`config.mk`:
```
export PLATFORM = sky130hd
export DESIGN_NAME = histogram_readout_flat
export DESIGN_NICKNAME = d
export VERILOG_FILES = /design/src/rtl/histogram_readout_if.sv /design/src/rtl/histogram_readout.sv /design/src/flat_wrapper.sv
export SDC_FILE = /design/constraint.sdc
export NUM_CORES = 1
export LEC_CHECK = 0
export ABC_CLOCK_PERIOD_IN_PS = 3500
export BUFFER_PORTS_ARGS = -buffer_cell sky130_fd_sc_hd__buf_2
export CAP_MARGIN = 20
export CORE_UTILIZATION = 30
export DETAILED_ROUTE_END_ITERATION = 7
export PLACE_DENSITY = 0.57
export SLEW_MARGIN = 20
export SYNTH_ARGS = -nofsm -noshare
export SYNTH_HDL_FRONTEND = slang
export SYNTH_SLANG_ARGS = --single-unit
```
`constraint.sdc`:
```
create_clock -name clk -period 3.5 [get_ports clk]
set_clock_uncertainty 0.1 [all_clocks]
set_input_delay 0.7 -clock clk [delete_from_list [all_inputs] [get_ports clk]]
set_output_delay 0.7 -clock clk [all_outputs]
set_load 0.05 [all_outputs]
```
`src/rtl/histogram_readout_if.sv`:
```
// histogram_readout_if: bin stream carrying one histogram bin per valid/ready beat.
interface histogram_readout_if #(
    parameter int ADDRESS_WIDTH = 10,
    parameter int DATA_WIDTH = 16
);
    logic binValid;
    logic binReady;
    logic [ADDRESS_WIDTH-1:0] binAddress;
    logic [DATA_WIDTH-1:0] binCount;
    logic binCollision;

    modport master(output binValid, binAddress, binCount, binCollision, input binReady);
    modport slave(input binValid, binAddress, binCount, binCollision, output binReady);
endinterface

```
`src/rtl/histogram_readout.sv`:
```
// histogram_readout: sweeps histogram port B bin by bin, streams each count and optionally clears it.
module histogram_readout #(
    parameter int ADDRESS_WIDTH = 10,
    parameter int DATA_WIDTH = 16,
    parameter int SUM_WIDTH = ADDRESS_WIDTH + DATA_WIDTH
) (
    input  logic clk,
    input  logic reset,
    input  logic start,
    input  logic clearOnRead,
    output logic busy,
    output logic done,
    output logic [ADDRESS_WIDTH-1:0] memAddressB,
    output logic memWriteB,
    output logic [DATA_WIDTH-1:0] memDataInB,
    input  logic [DATA_WIDTH-1:0] memDataOutB,
    input  logic accumWrite,
    input  logic [ADDRESS_WIDTH-1:0] accumAddress,
    histogram_readout_if.master stream,
    output logic [SUM_WIDTH-1:0] sweepTotal,
    output logic [15:0] collisionCount
);
    typedef enum logic [2:0] {IDLE, READ, WAIT, OFFER, CLEAR, NEXT, DONE} stateType;
    stateType state;
    logic [ADDRESS_WIDTH-1:0] binIdx, binAddress;
    logic [DATA_WIDTH-1:0] binCount;
    logic binValid, collisionFlag, clearLatched, hitNow, collided;

    assign hitNow = accumWrite && accumAddress == binIdx;
    // Live during OFFER so a hit landing in the handshake cycle is still reported and spares the bin.
    assign collided = collisionFlag || (state == OFFER && hitNow);
    assign memDataInB = '0;
    assign stream.binValid = binValid;
    assign stream.binAddress = binAddress;
    assign stream.binCount = binCount;
    assign stream.binCollision = collided;

    always_ff @(posedge clk or posedge reset) begin
        if (reset) begin
            state <= IDLE;
            binIdx <= '0;
            binAddress <= '0;
            binCount <= '0;
            binValid <= 1'b0;
            collisionFlag <= 1'b0;
            clearLatched <= 1'b0;
            busy <= 1'b0;
            done <= 1'b0;
            memAddressB <= '0;
            memWriteB <= 1'b0;
            sweepTotal <= '0;
            collisionCount <= '0;
        end else begin
            done <= 1'b0;
            memWriteB <= 1'b0;
            unique case (state)
                IDLE: if (start) begin
                    clearLatched <= clearOnRead;
                    sweepTotal <= '0;
                    collisionCount <= '0;
                    binIdx <= '0;
                    memAddressB <= '0;
                    busy <= 1'b1;
                    state <= READ;
                end
                READ: begin
                    collisionFlag <= hitNow;
                    state <= WAIT;
                end
                WAIT: begin
                    collisionFlag <= collisionFlag || hitNow;
                    binCount <= memDataOutB;
                    binAddress <= binIdx;
                    binValid <= 1'b1;
                    state <= OFFER;
                end
                OFFER: begin
                    collisionFlag <= collided;
                    if (stream.binReady) begin
                        binValid <= 1'b0;
                        sweepTotal <= sweepTotal + SUM_WIDTH'(binCount);
                        if (collided && !(&collisionCount)) collisionCount <= collisionCount + 16'd1;
                        memWriteB <= clearLatched && !collided;
                        state <= clearLatched ? CLEAR : NEXT;
                    end
                end
                CLEAR: state <= NEXT;
                NEXT: if (&binIdx) begin
                    busy <= 1'b0;
                    done <= 1'b1;
                    state <= DONE;
                end else begin
                    binIdx <= binIdx + 1'b1;
                    memAddressB <= binIdx + 1'b1;
                    state <= READ;
                end
                DONE: state <= IDLE;
                default: state <= IDLE;
            endcase
        end
    end
endmodule

```
`src/flat_wrapper.sv`:
```
// flat-port wrapper written by rule: the top's interface ports become plain ports
module histogram_readout_flat 
#(
    parameter int ADDRESS_WIDTH = 10,
    parameter int DATA_WIDTH = 16,
    parameter int SUM_WIDTH = ADDRESS_WIDTH + DATA_WIDTH
)
  (clk, reset, start, clearOnRead, busy, done, memAddressB, memWriteB, memDataInB, memDataOutB, accumWrite, accumAddress, sweepTotal, collisionCount, stream_binValid, stream_binAddress, stream_binCount, stream_binCollision, stream_binReady);
  histogram_readout_if #(.ADDRESS_WIDTH(ADDRESS_WIDTH), .DATA_WIDTH(DATA_WIDTH)) stream_i ();
  input  logic clk;
  input  logic reset;
  input  logic start;
  input  logic clearOnRead;
  output logic busy;
  output logic done;
  output logic [ADDRESS_WIDTH-1:0] memAddressB;
  output logic memWriteB;
  output logic [DATA_WIDTH-1:0] memDataInB;
  input  logic [DATA_WIDTH-1:0] memDataOutB;
  input  logic accumWrite;
  input  logic [ADDRESS_WIDTH-1:0] accumAddress;
  output logic [SUM_WIDTH-1:0] sweepTotal;
  output logic [15:0] collisionCount;
  output wire logic [$bits(stream_i.binValid)-1:0] stream_binValid;
  output wire logic [$bits(stream_i.binAddress)-1:0] stream_binAddress;
  output wire logic [$bits(stream_i.binCount)-1:0] stream_binCount;
  output wire logic [$bits(stream_i.binCollision)-1:0] stream_binCollision;
  input wire logic [$bits(stream_i.binReady)-1:0] stream_binReady;
  assign stream_binValid = stream_i.binValid;
  assign stream_binAddress = stream_i.binAddress;
  assign stream_binCount = stream_i.binCount;
  assign stream_binCollision = stream_i.binCollision;
  assign stream_i.binReady = stream_binReady;
  histogram_readout #(.ADDRESS_WIDTH(ADDRESS_WIDTH), .DATA_WIDTH(DATA_WIDTH), .SUM_WIDTH(SUM_WIDTH)) u_core (.clk(clk), .reset(reset), .start(start), .clearOnRead(clearOnRead), .busy(busy), .done(done), .memAddressB(memAddressB), .memWriteB(memWriteB), .memDataInB(memDataInB), .memDataOutB(memDataOutB), .accumWrite(accumWrite), .accumAddress(accumAddress), .stream(stream_i), .sweepTotal(sweepTotal), .collisionCount(collisionCount));
endmodule
```
==> impl_metrics.toml <==
[run_status]
status = "complete, no violations"

[yosys]
ys_seq_elements = 87
ys_types = 68
synth_mux_area_frac = 0.0705
yosys_warnings = 0
async_flop_share = 1.00
postSynthCellCount = 535
syn_avg_cell_area_um2 = 9.59
synthFlopType = "dfrtp_1"
yosys.area_share.simple = 0.180
synth_edf_count = 0
ys_seq_area_frac = 0.424
synth-compound-area-share = 0.180
synth_top_family_by_area = "compound AO/OA/AOI/OAI gates"
synthAdderAreaFrac = 0.0478
mappedNetlistArea_um2 = 5130
synth_xor_area_frac = 0.0427

[cells_and_area]
final_common_cell = "buf_2"
drive_gt1_frac = 0.282
fillers = 1697
design_area_um2 = 6180
diodes = 0
utilization = 0.372
layout.cells.non_filler = 866
area_growth_pct = 20.6
final_cell_mix = "buf_2 (114), dfrtp_1 (87), nand2_1 (55)"
fin_nets = 692

[route]
via_per_inst = 5.14
drt_wl_total_um = 13500
first_pass_iters = 7
final_antenna_net_count = 0
routedWlPerCell_um = 15.5
first_iter_violations = 245
drc_errors = 0
vias = 4447

[setup_path]
reg2reg_depth = 7
required_ns = 2.70
cpPeakStageDelay_ns = 0.58
start_kind = "register"
r2r_end = "u_core.collisionCount[9]$_DFFE_PP0P_"
endpoint_kind = "primary output"
criticalPathCategory = "reg2out"
arrival_ns = 2.32
critPathMaxFanout = 16
regToRegSetupSlack_ns = 0.84
cp_slowest_cell = "o41ai_4"
crit_chain = "inv_1 -> nand3_2 -> buf_4 -> o41ai_4 -> buf_2"
r2r_start = "u_core.collisionCount[0]$_DFFE_PP0P_"
path_delay_family = "buffers and inverters"
worst-path-buf-inv = 3

[power_and_ir_drop]
p_comb_frac = 0.532
powerDensity_nw_per_um2 = 878
fin_total_pwr_mw = 5.43
p_clk_frac = 0.190
p_seq_frac = 0.278
p_sw_frac = 0.487
vdd_drop_max_mv = 0.567
p_leak_nw = 2.90
p_switching_mw = 2.65
power.internal_mw = 2.78

[timing]
layout_setup_ws_ns = 0.384
min_period_ns = 3.12
worstMarginPinSlew_ns = 0.925
tns_ns = 0
setup-violations-final = 0
relSlewSlack = 0.378
hold_violations = 0
fin_crit_sh = 0.890
finalMaxSlewViolations = 0
holdWs_ns = 0.308
max_freq_mhz = 321
rsz0062_at_grt = "false"

[cts]
cts_sinks = 87
cts_hold_buf = 0
htreeDepth = 3
clkSlewWorstSetupHoldPaths_ns = 0.06
clk_latency_ns = 0.35
root_buffer = "clkbuf_16"
cts_resized = 0
post_cts_buffers = 0
cts_buffers = 9
clock_path_buffers = 2
cts_tree = "done"

[floorplanning]
die_area_um2 = 17600
rows = 47
core_area_um2 = 16600
pin_count = 131
die_h_um = 133
die_w_um = 133
initial_core_util = 0.308

[flow_run]
cap_violations = 0

[global_routing]
antenna_found_initial = 0
grt_max_degree = 54
grt_pass1_vias = 4310
grt_pass1_wl_um = 22000
grtUsageTotal = 0.157
overflow = 0

[place]
dp_hpwl_um = 9590
dp.cells = 850
io_buffers = 114
gp_congestion = 0.803
dpl-instance-area_um2 = 5870
pre_cts_ws_ns = 0.656

[min_path]
hold_path_class = "in2async"
==> logic make-up after synthesis <==
| family | count (synthesis) |
|---|---|
| compound gates | 137 |
| xor+xnor | 25 |
| fa+ha+maj | 19 |
| buf+inv | 52 |
| flops | 87 |
| mux | 33 |
| other cells | 1 |
| simple gates | 181 |
==> cells in the mapped netlist (3+ instances only) <==
| library cell | instances | area [µm²] |
|---|---|---|
| nand2b_1 | 6 | 37.5 |
| o21a_1 | 6 | 45.0 |
| nand4_1 | 8 | 50.1 |
| mux2i_1 | 8 | 80.1 |
| o21ai_0 | 24 | 120 |
| a31oi_1 | 8 | 50.1 |
| nor4_1 | 6 | 37.5 |
| a21oi_1 | 32 | 160 |
| clkbuf_1 | 13 | 48.8 |
| nand2_1 | 55 | 206 |
| mux2_2 | 25 | 282 |
| a21o_1 | 7 | 52.6 |
| and3_1 | 6 | 37.5 |
| a211o_1 | 3 | 26.3 |
| xnor2_1 | 19 | 166 |
| ha_1 | 18 | 225 |
| xor2_1 | 6 | 52.6 |
| o31ai_1 | 6 | 45.0 |
| or3_1 | 8 | 50.1 |
| inv_1 | 11 | 41.3 |
| o21ai_1 | 19 | 95.1 |
| dfrtp_1 | 87 | 2180 |
| nor3_1 | 11 | 55.1 |
| nor2_1 | 34 | 128 |
| a32o_1 | 4 | 40.0 |
| buf_2 | 9 | 45.0 |
| nand3_1 | 25 | 125 |
| nor2b_1 | 3 | 18.8 |
| buf_4 | 19 | 143 |
==> worst register-to-register path, cell delays in order (launching register included) <==
cell and delay [ns]:
dfrtp_1 0.44, ha_1 0.23, nand3_1 0.17, nor3_2 0.47, a41oi_1 0.33, a21oi_2 0.56, o21ai_0 0.19, o21ai_1 0.11
==> power groups by stage <==
stage | logic [mW] | clock network, mW | registers (mW)
3_3_place_gp | 2.83 | 0 | 1.52
2_1_floorplan | 1.61 | 0 | 2.15
4_1_cts | 2.90 | 1.06 | 1.51
3_5_place_dp | 2.88 | 0 | 1.53
6_report | 2.89 | 1.03 | 1.51
5_1_grt | 3.14 | 1.09 | 1.55
==> final cells by class <==
class	instances	area, µm²	share of cell area
sequential	87	2180	0.352
timing repair buffer	121	636	0.103
inverter	11	42.5	0.00688
clock inverter	5	65.1	0.0105
multi-input combinational	411	2740	0.442
clock buffer	11	253	0.0409
tap	220	275	0.0445
==> metal layers <==
metal,track usage,routed length [µm],vias to the layer above
met2,0.254,6420,125
met4,0.0734,301,0
met3,0.0238,556,19
met1,0.207,6190,2174
li1,-,-,2129
met5,0,0,-
==> sequential cells by signal, indices dropped and copies added (netlist names) <==
register	cells
u_core.sweepTotal	26
u_core.collisionCount	16
u_core.stream.binCount	16
u_core.memAddressB	10
u_core.stream.binAddress	10
u_core.state	3
u_core.busy	1
u_core.clearLatched	1
u_core.collisionFlag	1
u_core.done	1
u_core.memWriteB	1
u_core.stream.binValid	1
==> how the worst max path moves through the flow <==
stage                         endpoint  slack [ns]                         from  cells past startpoint
2_1_floorplan  u_core.busy$_DFFE_PP0P_        0.45                        reset                      1
5_1_grt            stream_binCollision        0.28  u_core.state[2]$_DFFE_PP0P_                      5
4_1_cts            stream_binCollision        0.41  u_core.state[2]$_DFFE_PP0P_                      5
3_3_place_gp       stream_binCollision        0.68              accumAddress[8]                      5
3_5_place_dp       stream_binCollision        0.66              accumAddress[4]                      5
6_report           stream_binCollision        0.38  u_core.state[2]$_DFFE_PP0P_                      5
No activity file was read; power rests on OpenSTA's default activity.
